--- config.mk ---
export PLATFORM = sky130hd
export DESIGN_NAME = sprime_block_fetch_p
export DESIGN_NICKNAME = d
export VERILOG_FILES = /design/src/rtl/sprime_block_fetch_p.sv
export SDC_FILE = /design/constraint.sdc
export NUM_CORES = 1
export LEC_CHECK = 0
export CORE_MARGIN = 5
export CORE_UTILIZATION = 50
export CTS_CLUSTER_DIAMETER = 60
export DETAILED_ROUTE_END_ITERATION = 6
export HOLD_SLACK_MARGIN = 0.05
export PLACE_DENSITY = 0.83
export SYNTH_ARGS = -nofsm -noshare
export SYNTH_HDL_FRONTEND = slang
export SYNTH_SLANG_ARGS = --single-unit
--- constraint.sdc ---
create_clock -name CLOCK_50_I -period 6.1 [get_ports CLOCK_50_I]
set_input_delay 0.61 -clock CLOCK_50_I [delete_from_list [all_inputs] [get_ports CLOCK_50_I]]
set_output_delay 0.61 -clock CLOCK_50_I [all_outputs]
set_load 0.02 [all_outputs]
--- src/rtl/sprime_block_fetch_p.sv ---
// sprime_block_fetch_p: parametrised ping-pong S' block fetcher.
// Reads BLK x BLK signed samples from SRAM into one DPRAM0 half.
// Ports: start/restart control; busy/done/mem_end/bank status;
//        blk_plane/row/col walk position; SRAM read port;
//        dp_write_* DPRAM0 write port ({wbank, k} address).
module sprime_block_fetch_p #(
  parameter int IMG_W    = 320,
  parameter int IMG_H    = 240,
  parameter int BLK_LOG2 = 3,
  parameter int SRAM_LAT = 2,
  parameter int Y_BASE   = 76800,
  parameter int U_BASE   = 153600,
  parameter int V_BASE   = 192000,
  localparam int DP_AW   = 2*BLK_LOG2+1
) (
  input  logic             CLOCK_50_I,
  input  logic             Resetn,
  input  logic             start,
  input  logic             restart,
  output logic             busy,
  output logic             done,
  output logic             mem_end,
  output logic             bank,
  output logic [1:0]       blk_plane,
  output logic [7:0]       blk_row,
  output logic [7:0]       blk_col,
  output logic [17:0]      SRAM_address,
  input  logic [15:0]      SRAM_read_data,
  output logic [31:0]      dp_write_data,
  output logic [DP_AW-1:0] dp_write_address,
  output logic             dp_write_enable
);

  localparam int BLK  = 1 << BLK_LOG2;
  localparam int KW   = 2*BLK_LOG2;
  localparam int DW   = $clog2(SRAM_LAT+1);
  localparam int Y_CM = IMG_W/BLK - 1;
  localparam int C_CM = IMG_W/(2*BLK) - 1;
  localparam int R_M  = IMG_H/BLK - 1;

  typedef enum logic [1:0] {
    S_IDLE,
    S_FETCH,
    S_DRAIN,
    S_FINISH
  } state_t;

  state_t r_state;
  state_t w_next;

  logic [KW:0]       r_k;
  logic [DW-1:0]     r_d;
  logic              r_bank;
  logic              r_mem_end;
  logic [1:0]        r_plane;
  logic [7:0]        r_row;
  logic [7:0]        r_col;
  logic [17:0]       r_addr;
  logic [SRAM_LAT:0] r_pv;
  logic [DP_AW-1:0]  r_pa [SRAM_LAT+1];

  logic              w_accept;
  logic              w_more;
  logic              w_issue;
  logic              w_last;
  logic              w_fin;
  logic [KW-1:0]     w_kidx;
  logic [BLK_LOG2-1:0] w_r;
  logic [BLK_LOG2-1:0] w_c;
  logic [17:0]       w_base;
  logic [17:0]       w_stride;
  logic [17:0]       w_addr;
  logic [7:0]        w_cmax;

  // IDLE and FINISH both accept a new start, which is what
  // gives the 67-cycle back-to-back period.
  assign w_accept = (r_state == S_IDLE || r_state == S_FINISH)
                  && start && !r_mem_end && !restart;
  // r_k is the index of the next address; its MSB marks all N issued.
  assign w_more   = (r_state == S_FETCH) && !r_k[KW] && !restart;
  assign w_issue  = w_accept || w_more;
  assign w_last   = (r_d == DW'(SRAM_LAT-1));
  assign w_fin    = (r_state == S_DRAIN) && w_last && !restart;

  assign w_kidx = (r_state == S_FETCH) ? r_k[KW-1:0] : '0;
  assign w_r    = w_kidx[KW-1:BLK_LOG2];
  assign w_c    = w_kidx[BLK_LOG2-1:0];

  assign w_base = (r_plane == 2'd0) ? 18'(Y_BASE) :
                  (r_plane == 2'd1) ? 18'(U_BASE) :
                                      18'(V_BASE);
  assign w_stride = (r_plane == 2'd0) ? 18'(IMG_W)
                                      : 18'(IMG_W/2);
  assign w_cmax   = (r_plane == 2'd0) ? 8'(Y_CM) : 8'(C_CM);

  // blk_row*BLK + r and blk_col*BLK + c are plain concatenations.
  assign w_addr = w_base
                + 18'({r_row, w_r}) * w_stride
                + 18'({r_col, w_c});

  always_ff @(posedge CLOCK_50_I or negedge Resetn) begin
    if (!Resetn) r_state <= S_IDLE;
    else         r_state <= w_next;
  end

  always_comb begin
    w_next = r_state;
    unique case (r_state)
      S_IDLE,
      S_FINISH: w_next = w_accept ? S_FETCH : S_IDLE;
      S_FETCH:  if (r_k[KW]) w_next = S_DRAIN;
      S_DRAIN:  if (w_last)  w_next = S_FINISH;
      default:  w_next = S_IDLE;
    endcase
    if (restart) w_next = S_IDLE;
  end

  always_ff @(posedge CLOCK_50_I or negedge Resetn) begin
    if (!Resetn) begin
      r_k    <= '0;
      r_d    <= '0;
      r_addr <= '0;
    end else begin
      r_d <= (r_state == S_DRAIN) ? r_d + DW'(1) : '0;
      if (w_issue) begin
        r_addr <= w_addr;
        r_k    <= (r_state == S_FETCH) ? r_k + (KW+1)'(1)
                                       : (KW+1)'(1);
      end
    end
  end

  // Walk position; the last V block parks the walk and sets mem_end.
  always_ff @(posedge CLOCK_50_I or negedge Resetn) begin
    if (!Resetn) begin
      r_bank    <= 1'b1;
      r_mem_end <= 1'b0;
      r_plane   <= 2'd0;
      r_row     <= 8'd0;
      r_col     <= 8'd0;
    end else if (restart) begin
      r_bank    <= 1'b1;
      r_mem_end <= 1'b0;
      r_plane   <= 2'd0;
      r_row     <= 8'd0;
      r_col     <= 8'd0;
    end else if (w_fin) begin
      r_bank <= ~r_bank;
      if (r_col != w_cmax) begin
        r_col <= r_col + 8'd1;
      end else if (r_row != 8'(R_M)) begin
        r_col <= 8'd0;
        r_row <= r_row + 8'd1;
      end else if (r_plane != 2'd2) begin
        r_col   <= 8'd0;
        r_row   <= 8'd0;
        r_plane <= r_plane + 2'd1;
      end else begin
        r_mem_end <= 1'b1;
      end
    end
  end

  // Stage 0 lines up with SRAM_address; stage SRAM_LAT with the data.
  always_ff @(posedge CLOCK_50_I or negedge Resetn) begin
    if (!Resetn) begin
      r_pv <= '0;
      for (int i = 0; i <= SRAM_LAT; i++) r_pa[i] <= '0;
    end else begin
      if (restart) r_pv <= '0;
      else         r_pv <= {r_pv[SRAM_LAT-1:0], w_issue};
      r_pa[0] <= {~r_bank, w_kidx};
      for (int i = 1; i <= SRAM_LAT; i++) r_pa[i] <= r_pa[i-1];
    end
  end

  assign busy             = (r_state == S_FETCH) ||
                            (r_state == S_DRAIN);
  assign done             = (r_state == S_FINISH);
  assign mem_end          = r_mem_end;
  assign bank             = r_bank;
  assign blk_plane        = r_plane;
  assign blk_row          = r_row;
  assign blk_col          = r_col;
  assign SRAM_address     = r_addr;
  assign dp_write_data    = {{16{SRAM_read_data[15]}},
                             SRAM_read_data};
  assign dp_write_address = r_pa[SRAM_LAT];
  assign dp_write_enable  = r_pv[SRAM_LAT];

endmodule
==> metrics.csv <==
stage,metric,value,unit
placed_design,port_buffers,51,
setup_path,start_kind,flip-flop,
routing,drc_errors,0,
pwr,power_density,262,nW/um^2
floorplanning,start_util,51.3,%
timing,tightestPinTransition,0.991,ns
setup_path,worst-path-buf-inv,3,
setup_path,crit_chain,inv_1 -> ha_1 -> mux2_2 -> ha_1 -> inv_1 -> fa_1 -> inv_1 -> ha_1 -> fa_1 -> ha_1 -> fa_1 -> a211oi_1 -> o211ai_1 -> a31oi_1 -> o21ai_0 -> xnor2_1 -> o21ai_0,
routing,totalWireLength,9420,microns
pwr,swShare,32.9,%
final_layout,multi_input_area,2620,sq um
final_layout,finalNetCount,617,
floorplanning,die_x,110,microns
logic_synthesis,syn-cell-area,5030,sq um
setup_path,slowest_stage,ha_1,
logic_synthesis,syn_area_per_cell,9.83,sq um
timing,setup-violations-final,0,
pwr,power,1.46,mW
routing,first_iter_violations,126,
final_layout,final_common_cell,dfrtp_1,
logic_synthesis,syn-num-nets,608,
outcome,status,"finished, final reports clean",
grt,grt_usage,16.8,%
logic_synthesis,postSynthCellCount,512,
floorplanning,core_area,9820,sq um
cts,clkSinkCount,73,
routing,via_per_inst,5.21,
cts,clkSlewWorstSetupHoldPaths,0.08,ns
final_layout,drive_above_1_share,6.65,%
setup_path,worstPathMaxFanout,21,
logic_synthesis,ys_ff_latch,73,
setup_path,critPathArrivalTime,5.75,ns
final_layout,n_antenna_cell,0,
pwr,combPwrFrac,28.3,%
timing,fin_crit_sh,90.1,%
routing,dr.pass1.iters,4,
cts,cts_buffers,9,
timing,period_minus_slack,5.50,ns
placed_design,placedCellCount,643,
timing,hold_viol,0,
cts,cts_tree,built,
cts,cts-root-buf,clkbuf_8,
cts,post_cts_buffers,0,
pwr,ir_drop,0.000132,V
logic_synthesis,seq_area_frac_synth,36.3,%
cts,ctsResizeCount,0,
final_layout,fin_cells,659,
setup_path,crit_path_end_kind,flip-flop,
pwr,cell_internal_pwr,979,uW
floorplanning,fp.dieH,110,microns
grt,grt-ovfl-total,0,
logic_synthesis,synth_top_area_share,35.8,%
setup_path,critPathLaunch,blk_plane[0],
hold_path,min_from,r_pa[17],
hold_path,hold_path_class,flip-flop to flip-flop,
setup_path,max_stage_delay,0.61,ns
logic_synthesis,yosysWarnings,0,
final_layout,syn_to_final_growth,10.7,%
timing,setup-tns-final,0,ns
cts,clkLatencyLatePin,0.35,ns
cts,htreeDepth,3,
logic_synthesis,synth_enable_flop_cells,0,
routing,wire_per_inst,14.3,microns
setup_path,cp.required,6.35,ns
setup_path,reg2reg_from,blk_plane[0],
cts,clockBufferDepth,2,
routing,ant_nets,0,
logic_synthesis,async_flop_share,100,%
setup_path,worstSetupPathType,flip-flop to flip-flop,
floorplanning,dieArea,12200,sq um
floorplanning,io_pins,100,
final_layout,register_area,1830,sq um
grt,grt_max_degree,74,
grt,grt_pass1_vias,3462,
placed_design,place.gp.congestion,0.824,
logic_synthesis,yosysTopAreaCell,dfrtp_1,
pwr,seq_power_share,42.2,%
routing,vias,3434,
timing,rsz0062_at_grt,false,
timing,clock_skew,0.0109,ns
grt,grt_pass1_wl,16200,microns
grt,antenna_found_initial,0,
run,drv_cap,0,
setup_path,crit_top_cell,ha_1,
placed_design,dp_hpwl,7240,microns
floorplanning,num_rows,36,
timing,fmaxAchievable,182,MHz
pwr,leakagePower,2.86,nW
final_layout,num-fill-cells,891,
timing,report.final.slew_viol_count,0,
setup_path,path_delay_family,adder cells,
logic_synthesis,synthTopCellsByArea,"dfrtp_1 36%, ha_1 14%, fa_1 8.0%",
pwr,clockPowerShare,29.5,%
pwr,p_sw,480,uW
logic_synthesis,ys.flop_type,dfrtp_1,
logic_synthesis,ys_types,52,
timing,maxSlewHeadroom,33.8,%
final_layout,mostFrequentLayoutCells,"72 x dfrtp_1, 58 x inv_1, 57 x nand2_1, 56 x ha_1, 50 x clkdlybuf4s50_1",
cts,cts_hold_buffers,0,
[metal layers]
layer	up-vias	GRT usage, %	routed length, microns
li1	1670	-	-
met1	1680	21.7	4120
met2	66	28.3	4720
met3	18	3.84	439
met4	0	4.93	140
met5	-	0	0
[power by group through the flow]
stage	Combinational (mW)	Clock [mW]	Sequential, mW
6_report	0.412	0.430	0.616
4_1_cts	0.418	0.436	0.618
2_1_floorplan	0.247	0	0.663
3_3_place_gp	0.399	0	0.623
5_1_grt	0.458	0.459	0.628
3_5_place_dp	0.417	0	0.627
[cells by family (layout without fill, tap and decap cells)]
kind of cell    count (synthesis)  after routing  synth area share (%)
compound gates                 81             81                  10.6
xor+xnor                       22             22                  3.83
fa+ha+maj                      76             76                  21.9
buf+inv                       113            127                  11.7
flops                          73             73                  36.3
mux                             8              8                  1.74
simple gates                  139            139                  13.9
[cell usage after synthesis (6+ instances only)]
| library cell | n |
|---|---|
| xnor2_1 | 12 |
| xor2_1 | 10 |
| a21oi_1 | 20 |
| dfrtp_1 | 72 |
| clkbuf_1 | 10 |
| nand2b_1 | 7 |
| nand2_1 | 57 |
| inv_1 | 58 |
| fa_1 | 20 |
| o21ai_0 | 22 |
| nor2_1 | 19 |
| mux2_2 | 6 |
| ha_1 | 56 |
| a21o_1 | 12 |
| nand3_1 | 8 |
| nor2b_1 | 8 |
| and2_1 | 13 |
| buf_4 | 41 |
[registers in the layout (all words and copies together) (netlist names)]
register and flops:
SRAM_address 18, bank 1, blk_col 8, blk_plane 2, blk_row 8, dp_write_address 7, mem_end 1, r_d 2
r_k 7, r_pa 14, r_pv 3, r_state 2
[area by class of cell]
class,instances,share of cell area [%]
multi-input cells,326,47.0
flip-flops and latches,73,32.8
inverters,59,3.97
repair buffers,52,9.20
clock buffers,10,2.47
clock inverters,6,1.62
well taps,133,2.98
[path summary, 6_finish.rpt]
kind / slack, ns / end / cells past startpoint
worst max register to register: 0.60 / SRAM_address[17] / 17
worst min-delay path: 0.35 / r_pa[10] / 0
worst min register to register: 0.35 / r_pa[10] / 0
max in group asynchronous: 5.05 / blk_col[5] / 2
min in group asynchronous: 0.47 / r_pa[8] / 2
worst max-delay path: 0.60 / SRAM_address[17] / 17
[stage by stage]
step	area [sq um]	util [%]	worst slack [ns]	hold slack, ns
3_3_place_gp	5350	54.5	0.859	0.332
6_report	5580	56.8	0.604	0.349
2_1_floorplan	5030	-	1.01	0.314
3_5_place_dp	5350	54.5	0.639	0.335
5_1_grt	5580	56.8	0.217	0.352
4_1_cts	5580	56.8	0.605	0.352
Note: power is estimated with default switching activity, not from simulation.
